===== src/rtl/rnn_layer_seq.sv =====
`default_nettype none
// ============================================================================
//  Module      : rnn_layer_seq
//  Description : Binary recurrent layer with N_HID hidden neurons, full
//                hidden-to-hidden recurrence and one binary output neuron.
//                Weights are loadable at runtime. A single serial MAC
//                evaluates one time-step per OUT_REQ/OUT_ACK transaction.
//  Revision    : 1.0 - initial release
// ============================================================================
module rnn_layer_seq #(
    parameter  int N_IN  = 3,
    parameter  int N_HID = 4,
    parameter  int WW    = 4,
    localparam int c_aw  = $clog2(N_HID * (N_IN + N_HID + 1) + N_HID + 1)
) (
    input  logic                CLK,
    input  logic                RSTB,
    input  logic                OUT_REQ,
    output logic                OUT_ACK,
    output logic                OUT_DATA,
    output logic                IN_REQ,
    input  logic                IN_ACK,
    input  logic [N_IN-1:0]     IN_DATA,
    input  logic                CFG_WE,
    input  logic [c_aw-1:0]     CFG_ADDR,
    input  logic [WW-1:0]       CFG_WDATA,
    input  logic                STATE_CLR,
    output logic                CFG_BUSY
);

    // Terms per hidden neuron, total weights, accumulator and term-index widths
    localparam int c_nt   = N_IN + N_HID + 1;
    localparam int c_nw   = N_HID * c_nt + N_HID + 1;
    localparam int c_accw = WW + $clog2(c_nt + 1);
    localparam int c_tw   = $clog2(c_nt);

    localparam logic [2:0] c_s_idle   = 3'd0;
    localparam logic [2:0] c_s_fetch  = 3'd1;
    localparam logic [2:0] c_s_hid    = 3'd2;
    localparam logic [2:0] c_s_commit = 3'd3;
    localparam logic [2:0] c_s_outn   = 3'd4;
    localparam logic [2:0] c_s_ack    = 3'd5;

    logic [2:0]               r_state;
    logic signed [WW-1:0]     r_w [c_nw];
    logic [N_HID-1:0]         r_h_state;
    logic [N_HID-1:0]         r_h_next;
    logic [N_IN-1:0]          r_in;
    logic signed [c_accw-1:0] r_acc;
    logic [c_aw-1:0]          r_addr;
    logic [c_tw-1:0]          r_term;

    logic signed [WW-1:0]     w_w;
    logic signed [c_accw-1:0] w_ext;
    logic signed [c_accw-1:0] w_sum;
    logic [c_nt-1:0]          w_hid_src;
    logic [c_nt-1:0]          w_out_src;
    logic                     w_src;
    logic                     w_fire;
    logic [N_HID-1:0]         w_h_next_shift;

    // Term sources: hidden neurons see {bias, previous state, inputs};
    // the output neuron sees {bias, freshly committed state}, zero-padded.
    assign w_hid_src = {1'b1, r_h_state, r_in};
    assign w_out_src = {{(c_nt - N_HID - 1){1'b0}}, 1'b1, r_h_state};

    // Serial MAC datapath: selected weight, sign extension and threshold
    always_comb begin
        w_w    = r_w[r_addr];
        w_ext  = {{(c_accw - WW){w_w[WW-1]}}, w_w};
        w_src  = (r_state == c_s_hid) ? w_hid_src[r_term] : w_out_src[r_term];
        w_sum  = r_acc + (w_src ? w_ext : '0);
        w_fire = !w_sum[c_accw-1] && (w_sum != '0);
    end

    // Hidden results shift in from the top so neuron 0 ends up in bit 0
    generate
        if (N_HID > 1) begin : g_shift_multi
            assign w_h_next_shift = {w_fire, r_h_next[N_HID-1:1]};
        end else begin : g_shift_one
            assign w_h_next_shift = w_fire;
        end
    endgenerate

    assign CFG_BUSY = (r_state != c_s_idle);

    // Sequencer, weight store and recurrent state
    always_ff @(posedge CLK) begin
        if (!RSTB) begin
            r_state   <= c_s_idle;
            OUT_ACK   <= 1'b0;
            OUT_DATA  <= 1'b0;
            IN_REQ    <= 1'b0;
            r_h_state <= '0;
            r_h_next  <= '0;
            r_in      <= '0;
            r_acc     <= '0;
            r_addr    <= '0;
            r_term    <= '0;
            for (int i = 0; i < c_nw; i++) begin
                r_w[i] <= '0;
            end
        end else begin
            case (r_state)
                c_s_idle: begin
                    if (CFG_WE && (CFG_ADDR < c_aw'(c_nw))) begin
                        r_w[CFG_ADDR] <= CFG_WDATA;
                    end
                    if (STATE_CLR) begin
                        r_h_state <= '0;
                    end
                    if (OUT_REQ) begin
                        r_state <= c_s_fetch;
                        IN_REQ  <= 1'b1;
                        r_acc   <= '0;
                        r_addr  <= '0;
                        r_term  <= '0;
                    end
                end
                c_s_fetch: begin
                    if (IN_ACK) begin
                        r_in    <= IN_DATA;
                        IN_REQ  <= 1'b0;
                        r_state <= c_s_hid;
                    end
                end
                c_s_hid: begin
                    r_addr <= r_addr + c_aw'(1);
                    if (r_term == c_tw'(c_nt - 1)) begin
                        r_h_next <= w_h_next_shift;
                        r_acc    <= '0;
                        r_term   <= '0;
                        if (r_addr == c_aw'(N_HID * c_nt - 1)) begin
                            r_state <= c_s_commit;
                        end
                    end else begin
                        r_acc  <= w_sum;
                        r_term <= r_term + c_tw'(1);
                    end
                end
                c_s_commit: begin
                    r_h_state <= r_h_next;
                    r_acc     <= '0;
                    r_term    <= '0;
                    r_state   <= c_s_outn;
                end
                c_s_outn: begin
                    r_addr <= r_addr + c_aw'(1);
                    if (r_term == c_tw'(N_HID)) begin
                        OUT_DATA <= w_fire;
                        OUT_ACK  <= 1'b1;
                        r_acc    <= '0;
                        r_state  <= c_s_ack;
                    end else begin
                        r_acc  <= w_sum;
                        r_term <= r_term + c_tw'(1);
                    end
                end
                c_s_ack: begin
                    if (!OUT_REQ) begin
                        OUT_ACK  <= 1'b0;
                        OUT_DATA <= 1'b0;
                        r_state  <= c_s_idle;
                    end
                end
                default: begin
                    r_state <= c_s_idle;
                end
            endcase
        end
    end

endmodule
`default_nettype wire


===== config.mk =====
export PLATFORM = sky130hd
export DESIGN_NAME = rnn_layer_seq
export DESIGN_NICKNAME = d
export VERILOG_FILES = /design/src/rtl/rnn_layer_seq.sv
export SDC_FILE = /design/constraint.sdc
export NUM_CORES = 1
export LEC_CHECK = 0
export CELL_PAD_IN_SITES_DETAIL_PLACEMENT = 1
export CELL_PAD_IN_SITES_GLOBAL_PLACEMENT = 1
export CORE_ASPECT_RATIO = 0.75
export CORE_MARGIN = 3
export CORE_UTILIZATION = 40
export CTS_CLUSTER_DIAMETER = 50
export CTS_CLUSTER_SIZE = 28
export DETAILED_ROUTE_END_ITERATION = 10
export PLACE_DENSITY_LB_ADDON = 0.1
export SLEW_MARGIN = 20
export SYNTH_ARGS = -nofsm -noshare
export SYNTH_HDL_FRONTEND = slang
export SYNTH_SLANG_ARGS = --single-unit

===== constraint.sdc =====
create_clock -name CLK -period 6.1 [get_ports CLK]
set_clock_uncertainty 0.15 [all_clocks]
set_input_delay 1.22 -clock CLK [delete_from_list [all_inputs] [get_ports CLK]]
set_output_delay 1.22 -clock CLK [all_outputs]
set_load 0.01 [all_outputs]

======== Word level (Yosys, flattened, before mapping) ========
Memory sizes are Yosys's and may differ from the RTL's. A register that Yosys moved wholly into a read port is not among the register bits.
Cells that the tools add are included.
word-level totals
  logic and storage cells ................. 97
  output and inout bits ................... 4
  bits in writable memories ............... 148
  memories kept ........................... 1
  register bits ........................... 34
cells by class
  order comparisons ....................... 2
  reduce and logical (&&, ||, !) cells .... 22
  add/sub/neg operators ................... 3
  mux-type cells .......................... 43
  equality and inequality tests ........... 16
memories
  memory  words  bits a word  read ports  clocked after Yosys merged registers in  wr ports  RTL line  source
  r_w     37     4            1           1                                        37        45        logic signed [WW-1:0] r_w [c_nw];
operators with widths
  operator                                                          count
  8-bit two-way mux                                                 4
  8-bit case mux with 4 select lines                                1
  3-bit two-way mux                                                 9
  6-bit two-way mux                                                 4
  3-bit case mux with 6 select lines                                1
  1-bit two-way mux                                                 14
  3-bit == test (second input constant)                             4
  2-bit != test (second input constant)                             6
  3-bit case mux with 4 select lines                                1
  6-bit case mux with 2 select lines                                1
  2-bit AND reduction                                               5
  3-bit AND reduction                                               3
  8-bit adder                                                       1
  4-bit two-way mux                                                 2
  4-bit case mux with 2 select lines                                1
  2-bit nonzero test                                                4
  8-bit nonzero test                                                1
  6-bit by 1-bit adder with 6-bit output (second input constant)    1
  1-bit binary-select mux with 3-bit select                         2
  3-bit by 2-bit == test with 1-bit output (second input constant)  2
  6-bit by 5-bit == test with 1-bit output (second input constant)  1
  6-bit < comparator (second input constant)                        1
  1-bit case mux with 2 select lines                                3
  6-bit AND reduction                                               1
  other kinds (11)                                                  13

======== Depth between registers and ports, before layout ========
  word-level depth ........................ 9
  mapped depth ............................ 20
  mapped depth without buffers ............ 16

======== Worst setup path before layout ========
OpenSTA, ideal clock, no wires.
  path kind ............................... reg-to-reg
  start ................................... reg (tool-made name)
  end ..................................... reg OUT_DATA
  slack ................................... 1.671 ns
  setup time .............................. 0.114 ns
  stages on the path, launching flop included .. 20
  buffers on the path ..................... 3
  required time ........................... 5.836 ns
  period minus slack after synthesis ...... 4.429 ns
  arrival time ............................ 4.165 ns
  cells stage by stage .................... dfxtp_1 > buf_4 > buf_4 > clkbuf_1 > mux4_2 > mux4_2 > nand2_1 > nand2_1 > a21oi_1 > nor2_1 > ha_1 > fa_1 > a211oi_1 > nor2_1 > a21o_1 > a21oi_1 > xnor2_1 > o41ai_1 > nor2_1 > a21o_1
RTL lines
  what                    RTL line  source
  end signal: assignment  150       OUT_DATA <= w_fire;
  end: declaration        20        output logic OUT_DATA,

==> impl_metrics.toml <==
[status]
outcome = "finished, final reports clean"

[clock_network]
h-tree-depth = 1
cts_setup_buffers = 0
cts_tree = "built"
cts.repair.resized = 0
clock_latency_ns = 0.57
cts_buffers = 30
clkTransAtPathRegs_ns = 0.08
cts-root-buf = "clkbuf_16"
cts_hold_buf = 0
clock_sinks = 296
clockBufferDepth = 3

[critical_path]
crit_path_end_kind = "register"
start_kind = "register"
cp.arrival_ns = 5.24
path_max_fanout = 31
r2r_cells = 15
crit_required_ns = 6.41
path_class = "register to register"

[synth]
synth_area_sq_um = 13000
yosysWarnings = 0
synth_edf_count = 256
async_reset_ff_frac = 0
synth_ff_type = "edfxtp_1"
ys_seq_elements = 296
syn_avg_cell_area_sq_um = 14.9
synth_cells = 873
yosysMostFrequentCell = "edfxtp_1"
synth-seq-area-share = 0.652
synth.top_cell.area_share = 0.590
synth_common_cells = "edfxtp_1, nor2_1, mux4_2"
synth_top_cell_by_area = "edfxtp_1"
synth_area_leaders = "edfxtp_1, mux4_2, dfxtp_1"
ys_types = 55

[power_and_ir_drop]
powerDensity_nw_per_um2 = 315
vdd_drop_max_mv = 0.210
power.leakage_nw = 5.21

[die]
fp.coreArea_sq_um = 31700
die_w_um = 214
rows = 56
start_util = 0.411
die_height_um = 162
ios = 23
die_area_sq_um = 34800

[route]
route.detailed.drc = 0
viasPerCell = 5.13
wire_per_inst_um = 20.9
vias = 7459
drtPass1Iterations = 5
drtIter0Drc = 660
ant_nets = 0
drt_wl_total_mm = 30.4

[layout]
nets = 1025
drive_above_1_share = 0.156
final_cells = 1453
diodes = 0
final_cell_area_sq_um = 15200
area_growth_pct = 16.4
nFillCells = 3206

[sta]
setup_ws_ns = 1.17
slew_headroom = 0.359
fin_crit_sh = 0.809
finalCriticalPeriod_ns = 4.93
setup_viol = 0
hold_viol = 0
tns_ns = 0
final_max_slew_viol_count = 0
fmax_mhz = 203
tightest_slew_ns = 0.961
rsz0062_at_grt = "false"

[grt]
grt_max_degree = 72
grt_pass1_wl_mm = 47.4
grt_pass1_vias = 7703
grt_usage = 0.179
overflow = 0
antenna_found_initial = 0

[worst_hold_path]
holdPathStages = 2
hold_path.class = "register to register"
min_from = "r_acc[7]"

[placement]
place_inst = 1397
port_buffers = 22
hpwl_mm = 20.8
placed_cell_area_sq_um = 14100
preCtsSetupSlack_ns = 1.15
place.gp.congestion = 0.760

[flow_run]
maxCapViolCount = 0
[cells in the final DEF, fill, tap and decap left out, drive strengths merged, types with 20 or more instances in the layout]
cell type / instances
mux2i: 30
edfxtp: 256
clkbuf: 33
dfxtp: 40
nor2b: 20
nand2: 29
and2: 56
nor2: 141
clkdlybuf4s50: 21
mux4: 75
inv: 20
conb: 108
o21ai: 51
[power by group]
group          leakage, nW  switching (mW)  total, mW  internal (mW)
logic                 1.77           0.199      0.375          0.177
registers             2.91          0.0630       2.37           2.30
clock network        0.536           0.862       2.04           1.17
total                 5.21            1.12       4.78           3.65
[routing by layer]
metal | part of all wire | global-route usage
met1 | 0.51 | 0.285
met2 | 0.43 | 0.262
met3 | 0.052 | 0.0281
met4 | 0.016 | 0.0338
met5 | 0 | 0
[flip-flops by register name (all words and copies together) (netlist names), named ones only]
register   count
IN_REQ         1
OUT_ACK        1
OUT_DATA       1
r_acc          8
r_addr         6
r_h_next       4
r_h_state      4
r_in           3
r_state        3
r_term         3
r_w          256
[stage by stage]
| stage | total power [mW] | hold slack [ns] | utilization |
|---|---|---|---|
| global route | 4.97 | 0.404 | 0.479 |
| CTS | 4.84 | 0.378 | 0.479 |
| global placement | 2.78 | 0.353 | 0.444 |
| detailed placement | 2.79 | 0.357 | 0.444 |
| floorplan | 2.66 | 0.327 | - |
| finish | 4.78 | 0.373 | 0.479 |
[cell families (layout without fill, tap and decap cells)]
group | count (synthesis) | after routing | synth area share
DFF | 296 | 296 | 0.652
muxes | 107 | 107 | 0.154
adders and majority gates | 12 | 12 | 0.0121
and+or+nand+nor | 284 | 284 | 0.105
AOI/OAI and AO/OA | 98 | 98 | 0.0443
xor gates and xnor gates | 12 | 12 | 0.00913
buffers and inverters | 63 | 101 | 0.0227
other | 1 | 108 | 0.000288
[final timing paths]
| path | endpoint | slack (ns) |
|---|---|---|
| max reg2reg | OUT_DATA | 1.17 |
| max | OUT_DATA | 1.17 |
| min | r_acc[7] | 0.37 |
| min reg2reg | r_acc[7] | 0.37 |
[layout make-up]
| cell class | instances | area, sq um | share of cell area |
|---|---|---|---|
| clock inverters | 23 | 312 | 0.0206 |
| clock buffers | 33 | 783 | 0.0517 |
| inverters | 8 | 30.0 | 0.00198 |
| well taps | 435 | 544 | 0.0359 |
| repair buffers | 37 | 353 | 0.0233 |
| flip-flops and latches | 296 | 8490 | 0.560 |
| multi-input cells | 621 | 4640 | 0.306 |
[worst max-delay path, cell delays in order, from the launching register on]
cell      delay, ns
dfxtp_4        0.79
buf_12         0.31
mux4_2         0.55
mux4_2         0.47
mux2_2         0.29
a21oi_1        0.20
nor2_1         0.09
fa_1           0.41
a211oi_1       0.26
nor2_1         0.11
a21o_1         0.19
a21oi_1        0.18
xnor2_1        0.11
o41ai_1        0.36
nor2_1         0.12
a21o_1         0.19
Power figures use the tool's default switching activity.
